File: src/rtl/mdu_pkg.sv
// mdu_pkg: shared encodings, FSM states and sizing for the multiply/divide unit.
package mdu_pkg;

    // Architectural operand width and number of radix-2 iterations per op.
    localparam int unsigned XLEN = 32;
    localparam int unsigned ITER = XLEN;

    // op field encodings; bit 1 selects divide, bit 0 selects unsigned.
    localparam logic [1:0] OP_MULT  = 2'b00;
    localparam logic [1:0] OP_MULTU = 2'b01;
    localparam logic [1:0] OP_DIV   = 2'b10;
    localparam logic [1:0] OP_DIVU  = 2'b11;

    typedef enum logic [1:0] {
        IDLE = 2'd0,
        RUN  = 2'd1,
        FIX  = 2'd2
    } state_e;

endpackage

File: src/rtl/mdu_negate.sv
// mdu_negate: conditional two's-complement negate of a WIDTH-bit value.
module mdu_negate #(
    parameter int unsigned WIDTH = 32
) (
    input  logic             i_en,
    input  logic [WIDTH-1:0] i_data,
    output logic [WIDTH-1:0] o_data
);

    // Negate when enabled, otherwise pass through unchanged.
    always_comb begin
        o_data = i_data;
        if (i_en) begin
            o_data = ~i_data + WIDTH'(1);
        end
    end

endmodule

File: src/rtl/mult_div_unit.sv
// mult_div_unit: iterative radix-2 multiply/divide with architectural HI/LO registers.
module mult_div_unit
    import mdu_pkg::*;
#(
    parameter int unsigned WIDTH = ITER
) (
    input  logic             clk,
    input  logic             reset,
    input  logic             start,
    input  logic [1:0]       op,
    input  logic [WIDTH-1:0] SrcA,
    input  logic [WIDTH-1:0] SrcB,
    input  logic             hi_we,
    input  logic             lo_we,
    input  logic [WIDTH-1:0] WriteData,
    output logic             busy,
    output logic             done,
    output logic [WIDTH-1:0] Hi,
    output logic [WIDTH-1:0] Lo
);

    localparam int unsigned CNT_W = $clog2(WIDTH);

    state_e               r_state;
    logic [CNT_W-1:0]     r_cnt;
    // Upper half: partial product / remainder. Lower half: multiplier / dividend->quotient.
    logic [2*WIDTH-1:0]   r_acc;
    // Multiplicand magnitude for multiply, divisor magnitude for divide.
    logic [WIDTH-1:0]     r_opnd;
    logic [WIDTH-1:0]     r_srca;
    logic                 r_is_div;
    logic                 r_div0;
    logic                 r_neg_res;
    logic                 r_neg_rem;
    logic [WIDTH-1:0]     r_hi;
    logic [WIDTH-1:0]     r_lo;
    logic                 r_busy;
    logic                 r_done;

    logic                 w_signed;
    logic                 w_sign_a;
    logic                 w_sign_b;
    logic [WIDTH-1:0]     w_abs_a;
    logic [WIDTH-1:0]     w_abs_b;
    logic [WIDTH:0]       w_mul_sum;
    logic [2*WIDTH-1:0]   w_mul_next;
    logic [WIDTH:0]       w_div_shift;
    logic [WIDTH:0]       w_div_diff;
    logic [2*WIDTH-1:0]   w_div_next;
    logic [2*WIDTH-1:0]   w_prod_fix;
    logic [WIDTH-1:0]     w_quo_fix;
    logic [WIDTH-1:0]     w_rem_fix;

    assign w_signed = (op == OP_MULT) || (op == OP_DIV);
    assign w_sign_a = w_signed & SrcA[WIDTH-1];
    assign w_sign_b = w_signed & SrcB[WIDTH-1];

    mdu_negate #(.WIDTH(WIDTH)) u_abs_a (
        .i_en   (w_sign_a),
        .i_data (SrcA),
        .o_data (w_abs_a)
    );

    mdu_negate #(.WIDTH(WIDTH)) u_abs_b (
        .i_en   (w_sign_b),
        .i_data (SrcB),
        .o_data (w_abs_b)
    );

    // Shift-add step: conditionally add the multiplicand to the upper half, then shift right.
    always_comb begin
        w_mul_sum  = {1'b0, r_acc[2*WIDTH-1:WIDTH]};
        if (r_acc[0]) begin
            w_mul_sum = {1'b0, r_acc[2*WIDTH-1:WIDTH]} + {1'b0, r_opnd};
        end
        w_mul_next = {w_mul_sum, r_acc[WIDTH-1:1]};
    end

    // Restoring step: shift the next dividend bit into the remainder and trial-subtract.
    always_comb begin
        w_div_shift = {r_acc[2*WIDTH-1:WIDTH], r_acc[WIDTH-1]};
        w_div_diff  = w_div_shift - {1'b0, r_opnd};
        if (w_div_diff[WIDTH]) begin
            w_div_next = {w_div_shift[WIDTH-1:0], r_acc[WIDTH-2:0], 1'b0};
        end else begin
            w_div_next = {w_div_diff[WIDTH-1:0], r_acc[WIDTH-2:0], 1'b1};
        end
    end

    // r_neg_res is only ever set for signed ops, so MULTU/DIVU pass through untouched.
    mdu_negate #(.WIDTH(2*WIDTH)) u_prod_fix (
        .i_en   (r_neg_res),
        .i_data (r_acc),
        .o_data (w_prod_fix)
    );

    mdu_negate #(.WIDTH(WIDTH)) u_quo_fix (
        .i_en   (r_neg_res),
        .i_data (r_acc[WIDTH-1:0]),
        .o_data (w_quo_fix)
    );

    mdu_negate #(.WIDTH(WIDTH)) u_rem_fix (
        .i_en   (r_neg_rem),
        .i_data (r_acc[2*WIDTH-1:WIDTH]),
        .o_data (w_rem_fix)
    );

    // Control FSM, iteration datapath and HI/LO with registered busy/done.
    always_ff @(posedge clk) begin
        if (reset) begin
            r_state   <= IDLE;
            r_cnt     <= '0;
            r_acc     <= '0;
            r_opnd    <= '0;
            r_srca    <= '0;
            r_is_div  <= 1'b0;
            r_div0    <= 1'b0;
            r_neg_res <= 1'b0;
            r_neg_rem <= 1'b0;
            r_hi      <= '0;
            r_lo      <= '0;
            r_busy    <= 1'b0;
            r_done    <= 1'b0;
        end else begin
            r_done <= 1'b0;
            unique case (r_state)
                IDLE: begin
                    if (hi_we) begin
                        r_hi <= WriteData;
                    end
                    if (lo_we) begin
                        r_lo <= WriteData;
                    end
                    if (start) begin
                        r_state   <= RUN;
                        r_busy    <= 1'b1;
                        r_cnt     <= CNT_W'(WIDTH - 1);
                        r_is_div  <= op[1];
                        r_srca    <= SrcA;
                        r_div0    <= (SrcB == '0);
                        r_neg_res <= w_sign_a ^ w_sign_b;
                        r_neg_rem <= w_sign_a;
                        if (op[1]) begin
                            r_acc  <= {{WIDTH{1'b0}}, w_abs_a};
                            r_opnd <= w_abs_b;
                        end else begin
                            r_acc  <= {{WIDTH{1'b0}}, w_abs_b};
                            r_opnd <= w_abs_a;
                        end
                    end
                end
                RUN: begin
                    r_acc <= r_is_div ? w_div_next : w_mul_next;
                    if (r_cnt == '0) begin
                        r_state <= FIX;
                    end else begin
                        r_cnt <= r_cnt - CNT_W'(1);
                    end
                end
                FIX: begin
                    if (!r_is_div) begin
                        {r_hi, r_lo} <= w_prod_fix;
                    end else if (r_div0) begin
                        // Divide by zero still runs the full latency; result is fixed.
                        r_hi <= r_srca;
                        r_lo <= '1;
                    end else begin
                        r_hi <= w_rem_fix;
                        r_lo <= w_quo_fix;
                    end
                    r_state <= IDLE;
                    r_busy  <= 1'b0;
                    r_done  <= 1'b1;
                end
                default: begin
                    r_state <= IDLE;
                    r_busy  <= 1'b0;
                end
            endcase
        end
    end

    assign busy = r_busy;
    assign done = r_done;
    assign Hi   = r_hi;
    assign Lo   = r_lo;

endmodule

File: config.mk
export PLATFORM = sky130hd
export DESIGN_NAME = mult_div_unit
export DESIGN_NICKNAME = d
export VERILOG_FILES = /design/src/rtl/mdu_pkg.sv /design/src/rtl/mdu_negate.sv /design/src/rtl/mult_div_unit.sv
export SDC_FILE = /design/constraint.sdc
export NUM_CORES = 1
export LEC_CHECK = 0
export CAP_MARGIN = 20
export CORE_ASPECT_RATIO = 0.9
export CORE_UTILIZATION = 30
export DETAILED_ROUTE_END_ITERATION = 16
export GPL_ROUTABILITY_DRIVEN = 1
export GPL_TIMING_DRIVEN = 0
export HOLD_SLACK_MARGIN = 0.02
export PLACE_DENSITY_LB_ADDON = 0.3
export SLEW_MARGIN = 5
export SYNTH_ARGS = -nofsm -noshare
export SYNTH_HDL_FRONTEND = slang
export SYNTH_SLANG_ARGS = --single-unit
File: constraint.sdc
create_clock -name clk -period 8.8 [get_ports clk]
set_input_delay 1.32 -clock clk [delete_from_list [all_inputs] [get_ports clk]]
set_output_delay 1.32 -clock clk [all_outputs]
set_load 0.01 [all_outputs]
# [Word level (Yosys, flattened, before mapping)]
# Index checks and enable logic that the tools add are counted.
[word_totals] ff_bits=205 input_bits=103 out_inout_bits=66 word_cells=81
[op_classes] n_addsub=8 n_eq_ne=8 mux=29 bitwise=9 reduce_logical=14
[ops] cell="32-bit two-way mux" count=12
[ops] cell="64-bit two-way mux" count=4
[ops] cell="32-bit by 1-bit adder with 32-bit output, second input constant" count=4
[ops] cell="32-bit inverter" count=4
[ops] cell="32-bit case mux with 2 select lines" count=2
[ops] cell="64-bit case mux with 2 select lines" count=1
[ops] cell="64-bit by 1-bit adder with 64-bit output, second input constant" count=1
[ops] cell="64-bit inverter" count=1
[ops] cell="32-bit by 32-bit adder with 33-bit output" count=1
[ops] cell="33-bit two-way mux" count=1
[ops] cell="33-bit by 32-bit subtractor with 33-bit output" count=1
[ops] cell="32-bit zero test" count=1
[ops] cell="2-bit AND reduction" count=6
[ops] cell="5-bit two-way mux" count=2
[ops] cell="2-bit inequality test, second input constant" count=5
[ops] cell="5-bit case mux with 2 select lines" count=1
[ops] cell="5-bit zero test" count=1
[ops] cell="5-bit by 1-bit subtractor with 5-bit output, second input constant" count=1
[ops] cell="2-bit == test, second input constant" count=2
[ops] cell="2-bit zero test" count=2
[ops] cell="2-bit two-way mux" count=2
[ops] cell="2-bit case mux with 2 select lines" count=1
[ops] cell="2-bit nonzero test" count=2
[ops] cell="3-bit AND reduction" count=1
[ops] cell="7 further kinds" count=9

# [Logic depth before layout (Yosys ltp)]
[logic_depth] word_depth=7 mapped_depth=14 mapped_depth_nobuf=12

# [Modules after synthesis]
# From an unflattened synthesis, not the netlist that was laid out.
[hier_totals] hier_cells=2376 hier_area_um2=18687.9
[by_module_without_submodules] mod="mult_div_unit" n_inst=1 cells_each=1774 area_each_um2=13930.9 seq_area_each_um2=4103.9
[by_module_without_submodules] mod="mdu_negate at u_abs_a ..." n_inst=4 cells_each=99 area_each_um2=777.0 seq_area_each_um2=0.0
[by_module_without_submodules] mod="mdu_negate at u_prod_fix" n_inst=1 cells_each=206 area_each_um2=1649.1 seq_area_each_um2=0.0

# [Least setup slack after synthesis]
# Ideal clock, no wire load.
[synth_path] kind="input port to flip-flop" from="in SrcA[6]" to="reg r_acc[23]" setup_time_ns=0.086 t_arrival_ns=3.646 path_slack_ns=5.068 cell_stages=9 path_cell_list="or4_4 or4_4 or4_4 o31ai_4 xnor2_1 nand3_1 o21ai_1 a211oi_2 a211oi_1"
[synth_between] elab_chain_cells=6
[synth_rtl] element="start: declaration" line="mult_div_unit.sv:11" rtl="input logic [WIDTH-1:0] SrcA,"
[synth_rtl] element="32-bit inverter" line="mdu_negate.sv:14" rtl="o_data = ~i_data + WIDTH'(1);"
[synth_rtl] element="32-bit by 1-bit adder with 32-bit output" line="mdu_negate.sv:14"
[synth_rtl] element="32-bit two-way mux" line="mdu_negate.sv:13" rtl="if (i_en) begin"
[synth_rtl] element="32-bit two-way mux" line="mult_div_unit.sv:144" rtl="if (op[1]) begin"
[synth_rtl] element="64-bit two-way mux" line="mult_div_unit.sv:135" rtl="if (start) begin"
[synth_rtl] element="64-bit case mux with 2 select lines" line="mult_div_unit.sv:127" rtl="unique case (r_state)"
[synth_rtl] element="end signal: assignment" line="mult_div_unit.sv:145" rtl="r_acc <= {{WIDTH{1'b0}}, w_abs_a};"
[synth_rtl] element="end signal: assignment" line="mult_div_unit.sv:148" rtl="r_acc <= {{WIDTH{1'b0}}, w_abs_b};"
[synth_rtl] element="end signal: assignment" line="mult_div_unit.sv:154" rtl="r_acc <= r_is_div ? w_div_next : w_mul_next;"
[synth_rtl] element="end: declaration" line="mult_div_unit.sv:27" rtl="logic [2*WIDTH-1:0] r_acc;"
# Every way passes these cells. The select of a mux whose other input is x is not followed.
# A chain may end at the register's enable or synchronous reset.

# [Worst setup path after layout]
[layout_path] from="reg r_acc[31]" to="reg r_acc[35]"
[layout_between] elab_chain_cells=4
[layout_rtl] element="33-bit by 32-bit subtractor with 33-bit output" line="mult_div_unit.sv:82" rtl="w_div_diff = w_div_shift - {1'b0, r_opnd};"
[layout_rtl] element="64-bit two-way mux" line="mult_div_unit.sv:83" rtl="if (w_div_diff[WIDTH]) begin"
[layout_rtl] element="64-bit two-way mux" line="mult_div_unit.sv:154"
[layout_rtl] element="64-bit case mux with 2 select lines" line="mult_div_unit.sv:127"
# Every way passes these cells.

==> impl_metrics.csv <==
group,metric,value,unit
status,status,"complete, no violations",
clocking,cts_setup_buffers,0,
yosys,synth-main-ff-cell,"dfxtp_1",
timing,fin_crit_sh,55.5,%
yosys,synth_most_common_cell,"nand2_1",
power,internal-power,2.23,mW
hold_path,hp-start,"Lo[2]$_SDFFE_PP0P_",
yosys,synthDistinctLibCells,85,
timing,slew_viol_final,0,
layout,fillCellCount,5893,
clocking,cts_buffers,26,
layout,layout.nets,2650,
worst_setup_path,reg2reg_slack,3.91,ns
grt,grt_start_max_net_pins,15,
yosys,synthTopCellsByArea,"dfxtp_1, nand2_1, a21oi_1",
clocking,htreeDepth,1,
yosys,synthArstFlopShare,0,%
die,die_w,252,um
yosys,synth_top_cell_area_share,24.4,%
timing,slew_headroom,20.6,%
timing,setup_violations,0,
job,cap_violations,0,
layout,drive_gt1_share,4.01,%
die,fp.dieH,227,um
yosys,synth_common_cells,"nand2_1, a21oi_1, dfxtp_1, nor2_1, clkbuf_1",
worst_setup_path,endpoint_kind,"register",
worst_setup_path,critPathArrivalTime,5.37,ns
die,start_util,30.3,%
die,ioPinCount,169,
clocking,cts_tree,"yes",
clocking,clock_sinks,205,
power,power_density,181,nW/um^2
hold_path,hp-class,"reg2reg",
yosys,syn_nets,2452,
grt,grt_pass1_vias,18284,
yosys,avgSynthCellArea,7.40,sq um
worst_setup_path,start_kind,"register",
hold_path,whs_path_depth,2,
worst_setup_path,rr_endpoint,"r_acc[35]$_SDFFE_PP0P_",
drt,num_vias,19332,
worst_setup_path,rr_worst_depth,13,
layout,area_growth,21.5,%
drt,wirelength,87600,um
timing,hold_viol_final,0,
drt,drc,0,
die,coreArea,55600,sq um
worst_setup_path,worstReg2RegStart,"r_acc[31]$_SDFFE_PP0P_",
worst_setup_path,worst-setup-path-type,"reg2reg",
drt,drt_first_pass_iters,6,
timing,fin_skew,0.0186,ns
timing,hold_ws,0.457,ns
timing,fmax,0.205,GHz
power,combPwrFrac,36.4,%
drt,via_per_inst,5.95,
clocking,cts.clk_slew.worst_paths,0.07,ns
power,seqPwrFrac,30.1,%
grt,overflow,0,
timing,period_needed,4.89,ns
placement,dpl.hpwl,70800,um
yosys,netlist_area,16800,sq um
clocking,clkLatencyLatePin,0.59,ns
power,swShare,39.6,%
placement,io_buffers,168,
timing,worst_pin_slew,1.19,ns
yosys,synth_edf_count,0,
placement,gp_congestion,0.993,
clocking,post_cts_resized,0,
power,totalPowerFinal,3.70,mW
layout,antenna_cells,0,
drt,dr.first_iter.drc_count,2368,
yosys,yosys_register_bits,205,
timing,rsz0062_at_grt,"false",
worst_setup_path,worstPathMaxFanout,10,
drt,final_antenna_net_count,0,
hold_path,min_to,"Lo[2]$_SDFFE_PP0P_",
power,clkPwrFrac,33.5,%
clocking,clockBufferDepth,3,
worst_setup_path,required,9.28,ns
power,leakagePower,7.50,nW
yosys,yosysWarnings,0,
timing,timing.setup.tns,0,ns
die,die-area,57100,sq um
grt,grtUsageTotal,29.8,%
yosys,synth_top_cell_by_area,"dfxtp_1",
clocking,postCtsHoldBufs,0,
grt,grt_pass1_wl,125000,um
yosys,yosysSeqAreaShare,24.4,%
drt,wl_per_cell,26.9,um
layout,final_area,20500,sq um
placement,placed_cell_area,19500,sq um
clocking,cts_root_buf,"clkbuf_16",
die,rows,82,
power,netSwitchingPower,1.46,mW
grt,antenna_found_initial,1,
power,vdd_ir_drop_max,0.000167,V
yosys,netlist_instances,2277,
-- routing by layer --
layer	vias up	track usage (%)	part of all wire (%)
met4	0	12.3	4.4
met3	178	4.82	9.4
met5	-	0	0
li1	8716	-	-
met1	9414	42.4	45
met2	1024	44.3	42
-- metrics by stage --
step / std cells / setup slack [ns] / util [%]
global route: 3250 / 3.81 / 36.8
CTS: 3249 / 4.14 / 36.8
floorplan: 2277 / 5.07 / -
detailed placement: 3202 / 3.72 / 35.0
global placement: 3201 / 3.75 / 35.0
finish: 3250 / 3.91 / 36.8
-- cell type report --
class / instances / area, sq um / area share [%]
clock buffer: 30 / 696 / 3.40
clock inverter: 17 / 289 / 1.41
inverter: 69 / 259 / 1.27
sequential: 205 / 4100 / 20.1
buffer: 183 / 703 / 3.44
multi-input combinational: 1820 / 11800 / 57.5
timing repair buffer: 170 / 1690 / 8.28
tap: 756 / 946 / 4.62
-- critical path, stage by stage, from the launching register on --
cell and delay [ns]:
dfxtp_1 0.47, inv_1 0.18, ha_1 0.27, fa_1 0.41, nand2b_1 0.19, a21o_1 0.20
a21oi_1 0.48, a2111oi_2 0.31, o31a_1 0.37, nor3_1 0.65, buf_2 0.38, buf_2 0.36
o211ai_1 0.17, a32o_1 0.32
-- kinds of logic after synthesis --
group / synth area share, %
xor+xnor: 10.1
buf+inv: 5.71
fa+ha+maj: 5.44
flops: 24.4
simple gates: 19.4
mux: 4.10
compound gates: 30.8
-- registers in the layout, summed over array words and instances, names as in the netlist --
name,cells
r_is_div,1
r_opnd,32
r_acc,64
r_div0,1
Lo,32
busy,1
r_neg_res,1
done,1
r_neg_rem,1
r_srca,32
r_cnt,5
r_state,2
Hi,32
-- power groups by stage --
stage	registers, mW	logic, mW	clock network [mW]
floorplan	1.09	0.792	0
global placement	1.12	1.29	0
detailed placement	1.13	1.30	0
CTS	1.11	1.31	1.25
global route	1.12	1.43	1.29
finish	1.11	1.34	1.24
-- worst max path at each step --
stage                           startpoint                       to  slack, ns  cells after the start
global route        r_acc[31]$_SDFFE_PP0P_   r_acc[35]$_SDFFE_PP0P_       3.81                     13
floorplan                          SrcA[6]   r_acc[23]$_SDFFE_PP0P_       5.07                      9
CTS                 r_acc[31]$_SDFFE_PP0P_   r_acc[47]$_SDFFE_PP0P_       4.14                     13
finish              r_acc[31]$_SDFFE_PP0P_   r_acc[35]$_SDFFE_PP0P_       3.91                     13
global placement                   SrcA[6]  r_opnd[22]$_SDFFE_PP0P_       3.75                     10
detailed placement                 SrcB[0]  r_opnd[22]$_SDFFE_PP0P_       3.72                     10
-- layout by cell type, fill, tap and decap left out, types with 26 or more instances in the layout --
cell type and n:
nand2_1 311, xnor2_1 119, clkbuf_16 26, clkbuf_1 155
nand3_1 35, mux2i_1 60, o211ai_1 60, o21ai_0 124
nor3_1 43, a21oi_1 231, or3_1 32, clkdlybuf4s50_1 168
o31ai_1 34, a21o_1 28, nor2_1 155, o221ai_1 32
xor2_1 76, dfxtp_1 205, inv_1 65, ha_1 70
a211oi_1 89
(Power assumes the default switching activity.)
